==> config.mk <==
export PLATFORM = sky130hd
export DESIGN_NAME = bp_tag_client_rx
export DESIGN_NICKNAME = d
export VERILOG_FILES = /design/src/rtl/bp_tag_client_rx.sv
export SDC_FILE = /design/constraint.sdc
export NUM_CORES = 1
export LEC_CHECK = 0
export ABC_AREA = 1
export ABC_CLOCK_PERIOD_IN_PS = 1600
export CAP_MARGIN = 30
export CELL_PAD_IN_SITES_DETAIL_PLACEMENT = 0
export CELL_PAD_IN_SITES_GLOBAL_PLACEMENT = 2
export CORE_MARGIN = 3
export CORE_UTILIZATION = 25
export DETAILED_ROUTE_END_ITERATION = 12
export MAX_ROUTING_LAYER = met4
export PLACE_DENSITY = 0.68
export SETUP_SLACK_MARGIN = 0.05
export SLEW_MARGIN = 40
export SYNTH_ARGS = -nofsm -noshare
export SYNTH_HDL_FRONTEND = slang
export SYNTH_SLANG_ARGS = --single-unit
export TNS_END_PERCENT = 100
==> constraint.sdc <==
create_clock -name clk_i -period 1.6 [get_ports clk_i]
set_clock_uncertainty 0.15 [all_clocks]
set_input_delay 0.32 -clock clk_i [delete_from_list [all_inputs] [get_ports clk_i]]
set_output_delay 0.32 -clock clk_i [all_outputs]
set_load 0.02 [all_outputs]
==> src/rtl/bp_tag_client_rx.sv <==
// bsg_tag client receiver: deserializes the tag lane into a width_p-bit payload,
// checks the frame length on commit, and offers the payload over valid/yumi.
module bp_tag_client_rx #(
    parameter int unsigned         width_p     = 8,
    parameter logic [width_p-1:0]  reset_val_p = '0
) (
    input  logic               clk_i,
    input  logic               reset_n_i,
    input  logic               tag_en_i,
    input  logic               tag_op_i,
    input  logic               tag_param_i,
    output logic [width_p-1:0] data_o,
    output logic               v_o,
    input  logic               yumi_i,
    output logic               new_o,
    output logic               err_o,
    output logic               overrun_o
);

    localparam int unsigned cnt_w_lp = $clog2(width_p + 2);

    localparam logic [cnt_w_lp-1:0] cnt_full_lp = cnt_w_lp'(width_p);
    localparam logic [cnt_w_lp-1:0] cnt_sat_lp  = cnt_w_lp'(width_p + 1);

    typedef enum logic [1:0] {
        e_idle     = 2'd0,
        e_shift    = 2'd1,
        e_overflow = 2'd2
    } state_e;

    state_e              state_r;
    logic [cnt_w_lp-1:0] cnt_r;
    logic [width_p-1:0]  sr_r;

    // Lane decode; a disabled lane is a NOP
    logic shift_c;
    logic commit_c;
    logic [width_p-1:0] sr_next_c;

    assign shift_c   = tag_en_i & tag_op_i;
    assign commit_c  = tag_en_i & ~tag_op_i & tag_param_i;
    assign sr_next_c = (width_p > 1) ? {tag_param_i, sr_r[width_p-1:1]}
                                     : width_p'(tag_param_i);

    // Frame FSM, bit counter, shift register and registered output pulses
    always_ff @(posedge clk_i or negedge reset_n_i) begin
        if (!reset_n_i) begin
            state_r   <= e_idle;
            cnt_r     <= '0;
            sr_r      <= '0;
            data_o    <= reset_val_p;
            v_o       <= 1'b0;
            new_o     <= 1'b0;
            err_o     <= 1'b0;
            overrun_o <= 1'b0;
        end else begin
            new_o     <= 1'b0;
            err_o     <= 1'b0;
            overrun_o <= 1'b0;

            // Consumption clears valid; a good commit below re-asserts it
            if (yumi_i && v_o) begin
                v_o <= 1'b0;
            end

            if (shift_c) begin
                sr_r <= sr_next_c;
            end

            case (state_r)
                e_idle: begin
                    if (shift_c) begin
                        cnt_r   <= cnt_w_lp'(1);
                        state_r <= (cnt_full_lp == cnt_w_lp'(0)) ? e_overflow : e_shift;
                    end else if (commit_c) begin
                        err_o <= 1'b1;
                    end
                end

                e_shift: begin
                    if (shift_c) begin
                        if (cnt_r == cnt_full_lp) begin
                            cnt_r   <= cnt_sat_lp;
                            state_r <= e_overflow;
                        end else begin
                            cnt_r <= cnt_r + cnt_w_lp'(1);
                        end
                    end else if (commit_c) begin
                        if (cnt_r == cnt_full_lp) begin
                            data_o    <= sr_r;
                            v_o       <= 1'b1;
                            new_o     <= 1'b1;
                            overrun_o <= v_o & ~yumi_i;
                        end else begin
                            err_o <= 1'b1;
                        end
                        cnt_r   <= '0;
                        state_r <= e_idle;
                    end
                end

                e_overflow: begin
                    if (commit_c) begin
                        err_o   <= 1'b1;
                        cnt_r   <= '0;
                        state_r <= e_idle;
                    end
                end

                default: begin
                    cnt_r   <= '0;
                    state_r <= e_idle;
                end
            endcase
        end
    end

`ifndef SYNTHESIS
    // Consumer must not take a payload that is not there
    a_yumi_needs_v: assert property (@(posedge clk_i) disable iff (!reset_n_i) yumi_i |-> v_o)
        else $error("yumi_i asserted while v_o=0");
`endif

endmodule

* Yosys cells after proc, flatten, opt, wreduce, memory -nomap -nowiden
Cells that the tools add are included.
** Storage, ports and cells
- Register bits :: 26
- Input bits :: 6
- Output and inout bits :: 12
- Logic and storage cells :: 54
** Cells by class
- $add $sub $neg :: 1
- Equal/unequal tests :: 5
- Muxes and demuxes :: 29
- Bitwise gates (word level) :: 7
- Reduce and logical (&&, ||, !) cells :: 4
** Operators by type and width (number)
- $mux W1 :: 18
- $mux W4 :: 4
- $pmux W4 S3 :: 1
- $mux W2 :: 4
- $pmux W2 S3 :: 1
- $add A4 B1 Y4 const B :: 1
- $and A1 B1 Y1 :: 4
- $eq A4 B4 Y1 const B :: 1
- $reduce_and A4 Y1 :: 1
- $ne A3 B3 Y1 const B :: 1
- $not A1 Y1 :: 3
- $pmux W1 S3 :: 1
- $eq A2 B1 Y1 const B :: 1
- $eq A2 B2 Y1 const B :: 1
- $logic_not A2 Y1 :: 1
- $ne A2 B2 Y1 const B :: 1
- $reduce_and A2 Y1 :: 1
- $logic_and A1 B1 Y1 :: 1

* Longest topological paths before layout
- Word-level depth :: 6
- Gate-level depth with buffers :: 8

* Worst setup path after synthesis
OpenSTA, ideal clock, no wires.
- Path type :: register -> register
- Start :: register cnt_r[0]
- End :: register data_o[5]
- Arrival time :: 1.216 ns
- Required time :: 1.334 ns
- Path slack :: 0.117 ns
- Stages on the path, launching flop included :: 8
- Path buffers :: 1
- Cells stage by stage :: dfrtp_1 -> inv_1 -> ha_1 -> nand3_4 -> nand3b_4 -> buf_8 -> nand2_1 -> nand2_1
** Between the ends
- Longest elaborated chain between the ends :: 2
** RTL lines
- from (decl) :: line 32 : logic [cnt_w_lp-1:0] cnt_r;
- from (signal assigned) :: line 73 : cnt_r <= cnt_w_lp'(1);
- from (signal assigned) :: line 83 : cnt_r <= cnt_sat_lp;
- from (signal assigned) :: line 86 : cnt_r <= cnt_r + cnt_w_lp'(1);
- $eq A4 B4 Y1 :: line 89 : if (cnt_r == cnt_full_lp) begin
- $reduce_and A4 Y1 (no line)
- to (signal assigned) :: line 51 : data_o <= reset_val_p;
- to (signal assigned) :: line 90 : data_o <= sr_r;
- to (decl) :: line 12 : output logic [width_p-1:0] data_o,
No other way between the ends.
A chain may end at the register's enable or synchronous reset.

* Worst setup path in the final report
- Start :: input tag_op_i
- End :: register cnt_r[1]
** Between the ends
- Longest elaborated chain between the ends :: 6
** RTL lines
- from (decl) :: line 10 : input logic tag_op_i,
- $not A1 Y1 :: line 41 : assign commit_c = tag_en_i & ~tag_op_i & tag_param_i;
- $and A1 B1 Y1 (2 in a row) :: line 41
- $mux W4
- $mux W4 :: line 81 : if (shift_c) begin
- $pmux W4 S3 :: line 70 : case (state_r)
Parallel ways exist; a longest one is shown, timed or not.

==> results.sh <==
export IMPL_die_x_um=75.3
export IMPL_crit_arrival_ps=1520
export IMPL_antennaDiodeCount=0
export IMPL_path_clk_slew_ps=100
export IMPL_die_area_mm2=0.00567
export IMPL_syn_num_nets=145
export IMPL_relSlewSlack_pct=76.8
export IMPL_io_pins=18
export IMPL_min_path_type="in -> async"
export IMPL_maxSlewViolCount=0
export IMPL_areaGrowthSynthToFinish_pct=34.8
export IMPL_synth_distinct_cells=20
export IMPL_synth_largest_area_cell="dfrtp_1"
export IMPL_rsz0062_at_grt="true"
export IMPL_clk_latency_ps=270
export IMPL_timing_critical_path_cells="clkdlybuf4s50_1 > nand2_2 > nand3_1 > nand2_1 > o21ai_0 > nand2_1"
export IMPL_final_cell_area_mm2=0.00162
export IMPL_mostFrequentLayoutCell="nand2_1"
export IMPL_synth_seq_cells=26
export IMPL_numClockSinks=26
export IMPL_die_y_um=75.3
export IMPL_syn_inst=137
export IMPL_grt_use_total_pct=10.5
export IMPL_ant_nets=0
export IMPL_htreeDepth=1
export IMPL_startpoint_type="input pin"
export IMPL_finalWeightedCongestion=0.778
export IMPL_root_buffer="clkbuf_8"
export IMPL_yosys_top_cells_area="dfrtp_1 (54%), nand2_1 (15%), o21ai_0 (5.0%)"
export IMPL_ff2ff_path_depth=7
export IMPL_period_share_pct=94.0
export IMPL_post_drt_via_cell_ratio=4.45
export IMPL_worst_slew_pin_transition_ps=347
export IMPL_regToRegStartpoint="cnt_r[0]"
export IMPL_synth_xor_area_share_pct=0.730
export IMPL_synth_compound_area_share_pct=10.3
export IMPL_finalCriticalPeriod_ps=1500
export IMPL_yosysWarnings=0
export IMPL_cp_max_fo=7
export IMPL_layout_drive_gt1_share_pct=20.9
export IMPL_max_stage_delay_ps=570
export IMPL_dp_hpwl_um=1890
export IMPL_power_density_mw_per_mm2=1360
export IMPL_fin_hold_ws_ps=262
export IMPL_grt_pass1_vias=880
export IMPL_fp_coreArea_mm2=0.00450
export IMPL_finalSetupViolations=0
export IMPL_wl_um=2730
export IMPL_ctsHoldBuffers=0
export IMPL_syn_area_per_cell_um2=8.76
export IMPL_hold_viol=0
export IMPL_crit_top_cell="nand2_1"
export IMPL_layout_common_cells="nand2_1 (47), dfrtp_1 (26), buf_4 (15)"
export IMPL_muxShareOfSynthArea_pct=0
export IMPL_r2r_slack_ps=190
export IMPL_antenna_found_initial=0
export IMPL_drtPass1Iterations=4
export IMPL_wl_per_cell_um=12.2
export IMPL_status="completed"
export IMPL_slowest_stage="clkdlybuf4s50_1"
export IMPL_cp_required_ps=1620
export IMPL_ys_seq_area_share_pct=54.2
export IMPL_portBuffers=17
export IMPL_place_area_mm2=0.00153
export IMPL_num_vias=997
export IMPL_yosys_area_share_simple_pct=25.3
export IMPL_initial_core_util_pct=26.6
export IMPL_cts_tree="done"
export IMPL_peakVddDrop_mv=0.394
export IMPL_rows=24
export IMPL_first_iter_violations=54
export IMPL_crit_path_end_kind="flip-flop"
export IMPL_fin_nets=181
export IMPL_synth_top_family_by_area="simple AND/OR/NAND/NOR gates"
export IMPL_path_class="in -> reg"
export IMPL_fmax_ghz=0.665
export IMPL_worstReg2RegEnd="data_o[5]"
export IMPL_syn_area_mm2=0.00120
export IMPL_cts_inserted_buffers=3
export IMPL_grt_overflow=0
export IMPL_post_cts_setup_buffers=0
export IMPL_clk_path_buf_depth=2
export IMPL_maxCapViolCount=0
export IMPL_drc=0
export IMPL_grt_pass1_wl_um=4260
export IMPL_grt_max_degree=27
export IMPL_p_leak_nw=0.898
export IMPL_netlist_area_leader_share_pct=54.2
export IMPL_synth_adder_area_share_pct=2.09
cells in the mapped netlist (all sizes together):
master  instances
nand3           8
o21ai          17
buf             1
ha              2
nand2          49
nand3b          1
clkbuf          1
nor2            6
nor3            1
nand4           2
dfrtp          26
xor2            1
a21oi           4
clkinv          1
inv            17
worst max-delay path by stage:
stage	start	end	slack, ps	depth (start not counted)
3_3_place_gp	tag_en_i	data_o[3]	-240	6
6_report	tag_op_i	cnt_r[1]	100	6
2_1_floorplan	cnt_r[0]	data_o[5]	120	7
4_1_cts	tag_en_i	data_o[7]	60	6
5_1_grt	tag_op_i	cnt_r[0]	8	7
3_5_place_dp	tag_en_i	data_o[6]	-240	6
final cells by class:
class | count | area (um2)
Multi-Input combinational cell | 92 | 494
Sequential cell | 26 | 651
Fill cell | 473 | 2890
Clock buffer | 3 | 41.3
Timing Repair Buffer | 32 | 268
Inverter | 18 | 68.8
Clock inverter | 1 | 30.0
Tap cell | 52 | 65.1
per-stage QoR:
stage / TNS, ps / instances / total power [mW] / setup slack, ps / utilization (%)
global route: 0 / 224 / 2.35 / 8.24 / 35.9
detailed placement: -3540 / 219 / 1.67 / -240 / 33.9
finish: 0 / 224 / 2.20 / 95.3 / 35.9
floorplan: 0 / 137 / 1.34 / 117 / -
global placement: -3270 / 219 / 1.66 / -236 / 33.9
CTS: 0 / 223 / 2.20 / 59.7 / 35.2
routing by layer:
metal / routed length (um) / GRT usage [%]
met1: 1310 / 14.0
met2: 1240 / 15.2
met3: 111 / 1.20
met4: 72 / 6.41
met5: 0 / -
state kept, by name, summed over array words and instances (netlist names):
signal     count
data_o         8
sr_r           8
cnt_r          4
state_r        2
err_o          1
new_o          1
overrun_o      1
v_o            1
power breakdown:
part	total, mW	internal [mW]	switching [mW]
clock network	0.555	0.335	0.220
logic	0.739	0.300	0.439
registers	0.906	0.792	0.113
total	2.20	1.43	0.772
logic make-up after synthesis:
kind of cell,Yosys count
AOI/OAI and AO/OA,21
xor gates and xnor gates,1
adders and majority gates,2
and+or+nand+nor,67
buffers and inverters,20
DFF,26
what timing repair did:
action | in CTS | in global routing
resized for setup | 12 | 4
endpoints found under the setup margin | 12 | 11
gates cloned | 0 | 1
pin swaps | 0 | 1
critical path, delay by kind of cell:
kind                   cells  cell delay, ps
AO/OA/AOI/OAI              1             150
AND/OR/NAND/NOR            4             490
buffers and inverters      1             570
No activity file was read; power rests on OpenSTA's default activity.
